**src/rtl/centroid_ctrl.sv**
```systemverilog
`default_nettype none
`timescale 1ns/1ps
// ---------------------------------------------------------------------------
// centroid_ctrl : drives weight/X/Y accumulators for a dark-spot centroid
// Rev 1.0
// ---------------------------------------------------------------------------
module centroid_ctrl #(
  parameter int FACTOR_WIDTH = 10,
  parameter int IDATA_WIDTH  = 8,
  parameter int ODATA_WIDTH  = 16
) (
  input  logic                    CLK,
  input  logic                    RST_N,
  input  logic                    iENABLE,
  input  logic                    iVSYNC,
  input  logic                    iHREF,
  input  logic                    iPIX_EN,
  input  logic [IDATA_WIDTH-1:0]  iPIX,
  input  logic [IDATA_WIDTH-1:0]  iTHRESH,
  output logic                    oCLR,
  output logic                    oDATA_EN,
  output logic [FACTOR_WIDTH-1:0] oX_FACTOR,
  output logic [FACTOR_WIDTH-1:0] oY_FACTOR,
  output logic [IDATA_WIDTH-1:0]  oW,
  input  logic [ODATA_WIDTH-1:0]  iSUM_W,
  input  logic [ODATA_WIDTH-1:0]  iSUM_X,
  input  logic [ODATA_WIDTH-1:0]  iSUM_Y,
  output logic [ODATA_WIDTH-1:0]  oRES_W,
  output logic [ODATA_WIDTH-1:0]  oRES_X,
  output logic [ODATA_WIDTH-1:0]  oRES_Y,
  output logic                    oRES_VALID,
  input  logic                    iRES_READY,
  output logic                    oDROP
);

  localparam logic [FACTOR_WIDTH-1:0] FACTOR_MAX = '1;

  typedef enum logic [2:0] {
    IDLE   = 3'd0,
    CLEAR  = 3'd1,
    ACTIVE = 3'd2,
    FLUSH  = 3'd3,
    LATCH  = 3'd4
  } state_t;

  state_t                  state, next_state;
  logic                    pix_ok;
  logic                    href_d;
  logic                    href_fall;
  logic [IDATA_WIDTH-1:0]  thresh;
  logic [IDATA_WIDTH-1:0]  weight;
  logic [FACTOR_WIDTH-1:0] x_cnt;
  logic [FACTOR_WIDTH-1:0] y_cnt;

  assign pix_ok    = (state == ACTIVE) && iHREF && iPIX_EN && !iVSYNC;
  assign href_fall = href_d && !iHREF;
  assign weight    = (iPIX < thresh) ? (thresh - iPIX) : '0;

  always_ff @(posedge CLK or negedge RST_N) begin
    if (!RST_N) state <= IDLE;
    else        state <= next_state;
  end

  always_comb begin
    next_state = state;
    oCLR       = 1'b0;
    case (state)
      IDLE:   if (iVSYNC && iENABLE) next_state = CLEAR;
      CLEAR: begin
        oCLR       = 1'b1;
        next_state = ACTIVE;
      end
      // A frame boundary takes priority over an abandon request.
      ACTIVE: begin
        if (iVSYNC)        next_state = FLUSH;
        else if (!iENABLE) next_state = IDLE;
      end
      FLUSH:  next_state = LATCH;
      LATCH:  next_state = iENABLE ? CLEAR : IDLE;
      default: next_state = IDLE;
    endcase
  end

  always_ff @(posedge CLK or negedge RST_N) begin
    if (!RST_N) begin
      x_cnt  <= '0;
      y_cnt  <= '0;
      thresh <= '0;
      href_d <= 1'b0;
    end else begin
      href_d <= iHREF;
      if (state == CLEAR) begin
        x_cnt  <= '0;
        y_cnt  <= '0;
        thresh <= iTHRESH;
      end else if (state == ACTIVE) begin
        if (pix_ok && (x_cnt != FACTOR_MAX)) x_cnt <= x_cnt + 1'b1;
        if (href_fall) begin
          x_cnt <= '0;
          if (y_cnt != FACTOR_MAX) y_cnt <= y_cnt + 1'b1;
        end
      end
    end
  end

  always_ff @(posedge CLK or negedge RST_N) begin
    if (!RST_N) begin
      oDATA_EN  <= 1'b0;
      oW        <= '0;
      oX_FACTOR <= '0;
      oY_FACTOR <= '0;
    end else begin
      oDATA_EN <= pix_ok;
      if (pix_ok) begin
        oW        <= weight;
        oX_FACTOR <= x_cnt;
        oY_FACTOR <= y_cnt;
      end
    end
  end

  // An unconsumed result is never overwritten; the newer frame is dropped.
  always_ff @(posedge CLK or negedge RST_N) begin
    if (!RST_N) begin
      oRES_W     <= '0;
      oRES_X     <= '0;
      oRES_Y     <= '0;
      oRES_VALID <= 1'b0;
      oDROP      <= 1'b0;
    end else begin
      oDROP <= 1'b0;
      if (state == LATCH) begin
        if (oRES_VALID && !iRES_READY) begin
          oDROP <= 1'b1;
        end else begin
          oRES_W     <= iSUM_W;
          oRES_X     <= iSUM_X;
          oRES_Y     <= iSUM_Y;
          oRES_VALID <= 1'b1;
        end
      end else if (oRES_VALID && iRES_READY) begin
        oRES_VALID <= 1'b0;
      end
    end
  end

endmodule
`default_nettype wire

```
**config.mk**
```make
export PLATFORM = sky130hd
export DESIGN_NAME = centroid_ctrl
export DESIGN_NICKNAME = d
export VERILOG_FILES = /design/src/rtl/centroid_ctrl.sv
export SDC_FILE = /design/constraint.sdc
export NUM_CORES = 1
export LEC_CHECK = 0
export CORE_MARGIN = 10
export CORE_UTILIZATION = 44
export CTS_BUF_LIST = sky130_fd_sc_hd__clkbuf_2
export CTS_CLUSTER_SIZE = 16
export DETAILED_ROUTE_END_ITERATION = 12
export PLACE_DENSITY = 0.83
export SYNTH_ARGS = -nofsm -noshare
export SYNTH_HDL_FRONTEND = slang
export SYNTH_SLANG_ARGS = --single-unit
```
**constraint.sdc**
```tcl
create_clock -name CLK -period 2 [get_ports CLK]
set_clock_uncertainty 0.15 [all_clocks]
set_input_delay 0.4 -clock CLK [delete_from_list [all_inputs] [get_ports CLK]]
set_output_delay 0.4 -clock CLK [all_outputs]
set_load 0.05 [all_outputs]
```
**Word-level counts from Yosys, hierarchy flattened**

Cells that the tools add are included.

- Bitwise operators: 1
- Order comparisons: 1
- Muxes and demuxes: 20
- Reduce and logical (&&, ||, !) cells: 22
- Equal/unequal tests: 9
- Add/subtract/negate cells: 3

Operators with widths:

| kind | count |
|---|---|
| $mux W10 | 8 |
| $add A10 B1 Y10 const B | 2 |
| $ne A10 B10 Y1 const B | 2 |
| $pmux W3 S5 | 1 |
| $mux W3 | 3 |
| $logic_and A1 B1 Y1 | 8 |
| $lt A8 B8 Y1 | 1 |
| $mux W8 | 1 |
| $reduce_and A2 Y1 | 4 |
| $reduce_bool A2 Y1 | 4 |
| $sub A8 B8 Y8 | 1 |
| $mux W1 | 7 |
| $eq A3 B2 Y1 const B | 2 |
| $ne A2 B2 Y1 const B | 2 |
| $eq A3 B1 Y1 const B | 1 |
| $eq A3 B3 Y1 const B | 1 |
| $logic_not A1 Y1 | 3 |
| $logic_not A3 Y1 | 1 |
| $ne A3 B3 Y1 const B | 1 |
| $reduce_and A3 Y1 | 1 |
| $reduce_bool A3 Y1 | 1 |
| $not A1 Y1 | 1 |

- Output and inout port bits: 80
- Bits in registers: 111
- Word-level logic and storage cells: 70
- Input port bits: 71

**Depth between registers and ports, before layout**

- Depth after elaboration: 9
- Mapped depth: 9
- Mapped depth without buffers: 9

**Worst setup path before layout**

Ideal clock, no wire load.

- Path kind: input to register
- Start: input port iPIX[0]
- End: register oW[6]
- Setup slack: -161 ps
- Arrival time: 1890 ps
- Cell stages on the path: 8
- Library setup time: 122 ps
- Required time: 1728 ps
- Cell sequence: ha_1 -> inv_1 -> fa_1 -> nand3_1 -> a21boi_1 -> o21a_1 -> or3_1 -> a32o_1

- Word-level cells in the longest chain between the ends: 2
- Elaborated cells on any way between the ends: 3

RTL lines:

| element | RTL line | text |
|---|---|---|
| from (decl) | 18 | `input logic [IDATA_WIDTH-1:0] iPIX,` |
| $sub A8 B8 Y8 or $lt A8 B8 Y1 (tied branches) | 57 | `assign weight = (iPIX < thresh) ? (thresh - iPIX) : '0;` |
| $mux W8 (*) | 57 |  |
| to (signal assigned) | 115 | `oW <= weight;` |
| to (decl) | 24 | `output logic [IDATA_WIDTH-1:0] oW,` |

Mark *: on every way between the ends. The rest lies on a longest branch, timed or not.
A chain may end at the register's enable or synchronous reset.

**Final worst setup path**

- Start: register state[2]
- End: output port oCLR

- Word-level cells in the longest chain between the ends: 2

RTL lines:

| element | RTL line | text |
|---|---|---|
| from (decl) | 46 | `state_t state, next_state;` |
| from (signal assigned) | 61 | `else state <= next_state;` |
| $eq A3 B1 Y1 | 67 | `case (state)` |
| $mux W1 | 67 |  |
| to (decl) | 20 | `output logic oCLR,` |

No other way between the ends.

==> qor.txt <==
==================================================================================
Deepest level of the CTS H-tree                                                  3
Clock buffers created by TritonCTS                                               9
Share of final-layout standard cells stronger than drive strength 1         0.3344
Power Total                                                                9883 uW
Final period demand of the worst path                                     2.224 ns
CTS tree                                                                       yes
Multiplexer fraction of the synthesized cell area                           0.1172
Largest family of logic cells by synthesized area                     simple AND/OR/NAND/NOR gates
Chip Height                                                               125.3 um
Number of nets in the synthesized netlist                                      524
Count of endpoints failing hold in the final timing report                       0
Fin. max-slew vios                                                               0
Syn Inst Count                                                                 442
Post-route clock period utilization                                          1.112
CP Depth                                                                         3
Fraction of the mapped netlist area in adder cells                         0.02975
Length of the first detailed-routing pass in iterations                          4
Critical path capture point type                                      primary output
CP top delay family                                                     flip-flops
Synth top area cells                                                  dfrtp_1 (57%), mux2_2 (11%), nand2_1 (7.7%)
Stage delay of the slowest cell on the critical path                       0.47 ns
Initial Util                                                                0.4500
Max-cap viol count                                                               0
Most common cell after layout, fill and taps aside                           buf_4
Yosys warnings                                                                   0
Slew at the pin with the worst max-slew slack                            0.3910 ns
Cells traversed along the worst timing path                           or3b_4, inv_4, buf_12
Finish-stage setup viols                                                         2
Overflow left after global routing                                               0
Leakage power                                                          0.003330 uW
Area inside the core boundary                                         0.01084 sq mm
Proportion of synthesized chip area in sequential cells                     0.5694
Synthesis-to-finish area growth                                             40.09%
Cell taking the most area after synthesis                                  dfrtp_1
Initial antenna violation count                                                  0
Avg Synthesized Cell Area                                              11.04 sq um
Global-route wire length before repair                                    20730 um
Flip-flop and latch count after synthesis                                      111
Distinct cells, synth                                                           49
Inserted Diodes                                                                  0
I/O pin cnt                                                                    151
Synthesized-area fraction occupied by ao, oa, aoi and oai cells            0.08361
Yosys top cell area share                                                   0.5694
CP arrival                                                                 1.67 ns
Per-cell routed wire length                                               16.54 um
Number of clock sinks                                                          111
Gpl congestion                                                              0.8829
Outcome                                                               complete, but fails checks
Antenna violation net count after detailed routing                               0
CTS clk-pin slew, worst paths                                              0.28 ns
Standard cell with the maximum stage delay on the critical path            dfrtp_2
Average vias per placed instance                                             5.067
Fraction of synthesized cell area in xor and xnor cells                    0.01077
Post-Synth Simple-Gate Area                                                 0.1593
Sum of net half-perimeters after detailed placement                       10030 um
Worst r2r dst                                                                oW[6]
Detailed-route wire length                                                12850 um
Fmax achieved                                                            449.6 MHz
Total global-route track usage                                              0.1602
Most used cells in the layout excluding fill and tap cells            buf_4 (120), dfrtp_1 (110), nand2_1 (100), clkdlybuf4s50_1 (69), mux2_2 (49)
Total Nets Final                                                               714
Reg2reg setup slack                                                       -0.14 ns
Worst min-delay path category                                         input pin to asynchronous set/reset pin
Summed instance area of the synthesized netlist                       0.004878 sq mm
Worst reg-to-reg path cell count                                                 9
Input/output buffers                                                           150
Worst skew pair latency                                                    0.57 ns
Clock root cell                                                           clkbuf_2
Setup TNS                                                               -0.3673 ns
Peak supply drop                                                           1176 uV
Startpoint of the lowest-slack register-to-register path                 thresh[0]
WS Path Type                                                          register to primary output
Required time reported for the critical path endpoint                      1.45 ns
Violations in the final reports                                       negative setup slack
Placement Rows                                                                  38
Startpoint type of the worst setup path                                   register
Via count of the first global-routing pass                                    3903
Post-route worst setup slack                                            -0.2244 ns
Horizontal die dimension                                                  125.3 um
Relative slew margins                                                       0.7393
CP Buf/Inv Count                                                                 2
Die Footprint                                                         0.01570 sq mm
Clock buffer depth                                                               2
Highest fanout seen on the critical path                                         2
Number of design rule violations left after detail routing                       0
Power density relative to cell area                                   1446 mW/mm^2
Unrepaired setup endpoints after global routing                                yes
Maximum number of pins on one net before global-route repair                    43
Detailed-route via count                                                      3937
DRC violation total after the first TritonRoute iteration                      170
==================================================================================
==> power breakdown <==
part,internal (uW),switching (uW)
logic,2100,3520
clock network,171,728
registers,2950,415
==> worst max-delay path by stage <==
stage / from / endpoint / slack (ns)
3_5_place_dp: iPIX[0] / oW[6] / -0.63
6_report: state[2] / oCLR / -0.22
2_1_floorplan: iPIX[0] / oW[6] / -0.08
3_3_place_gp: iPIX[0] / oW[6] / -0.57
4_1_cts: state[2] / oCLR / -0.29
5_1_grt: state[2] / oCLR / -0.30
==> cell families (layout without fill, tap and decap cells) <==
logic type | count (synthesis) | count (layout)
compound gates | 64 | 64
xor+xnor | 6 | 6
fa+ha+maj | 11 | 11
buf+inv | 33 | 228
flops | 111 | 111
mux | 51 | 51
simple gates | 166 | 166
==> worst reg2reg max path, cell delays in order, from the launching register on <==
cell      delay, ns
dfrtp_1        0.44
inv_2          0.07
ha_4           0.13
inv_2          0.03
fa_2           0.36
nand3_4        0.10
a21boi_2       0.07
o21a_1         0.18
or3_1          0.31
a32o_1         0.23
==> routing by layer <==
layer	up-vias	share of wire	track usage	wire, um
li1	1902	-	-	-
met2	144	0.49	0.2731	6322
met5	-	0	0	0
met4	0	0.014	0.05352	185
met1	1876	0.43	0.1918	5493
met3	15	0.066	0.04351	849
==> repair_timing <==
action	CTS	global route
hold endpoints to repair	111	0
endpoints found under the setup margin	2	16
hold buffers	1	0
resized for setup	9	9
buffers inserted	7	2
pin swaps	4	6
cloned	0	0
==> area by class of cell <==
cell class              instances  area [sq um]
repair buffers                195          1693
inverters                      17         68.82
flip-flops and latches        111          2779
multi-input cells             298          2021
fillers                       869          4006
clock buffers                  10         50.05
well taps                     140         175.2
clock inverters                 6         47.55
==> registers in the layout, summed over array words and instances (netlist names), 3 cells and up <==
name       flops
oRES_X        16
state          3
oRES_W        16
oY_FACTOR     10
x_cnt         10
thresh         8
oRES_Y        16
oX_FACTOR     10
oW             8
y_cnt         10
==> cell usage after synthesis (all sizes together) <==
| cell | number |
|---|---|
| or3 | 1 |
| mux2i | 2 |
| o221a | 1 |
| o21a | 1 |
| xnor2 | 3 |
| a21boi | 1 |
| nand3 | 12 |
| mux2 | 49 |
| xor2 | 3 |
| a31oi | 5 |
| or3b | 1 |
| nor2 | 17 |
| and3 | 6 |
| clkbuf | 3 |
| buf | 13 |
| nand2 | 100 |
| a32o | 2 |
| o211ai | 1 |
| ha | 10 |
| inv | 17 |
| nand4 | 11 |
| nor3 | 1 |
| nand2b | 5 |
| fa | 1 |
| nand3b | 1 |
| o21ai | 31 |
| and2b | 1 |
| a211oi | 1 |
| nand4bb | 1 |
| o31ai | 5 |
| o21bai | 1 |
| a21oi | 11 |
| dfrtp | 111 |
| o2111ai | 1 |
| nor2b | 1 |
| nand4b | 1 |
| and4 | 2 |
| o41ai | 1 |
| and2 | 5 |
| a22o | 2 |
==> metrics by stage <==
stage                     area, sq um  cells  hold WS, ns  worst slack (ns)  utilization
after floorplan                  4886    442     -0.04559          -0.08368            -
after global placement           6610    753       0.1450           -0.5747       0.6098
after detailed placement         6610    753       0.1522           -0.6331       0.6098
after CTS                        6789    777      0.01744           -0.2927       0.6263
after global routing             6834    777      0.02275           -0.2993       0.6304
final                            6834    777      0.05186           -0.2244       0.6304
Note: power is estimated with default switching activity, not from simulation.
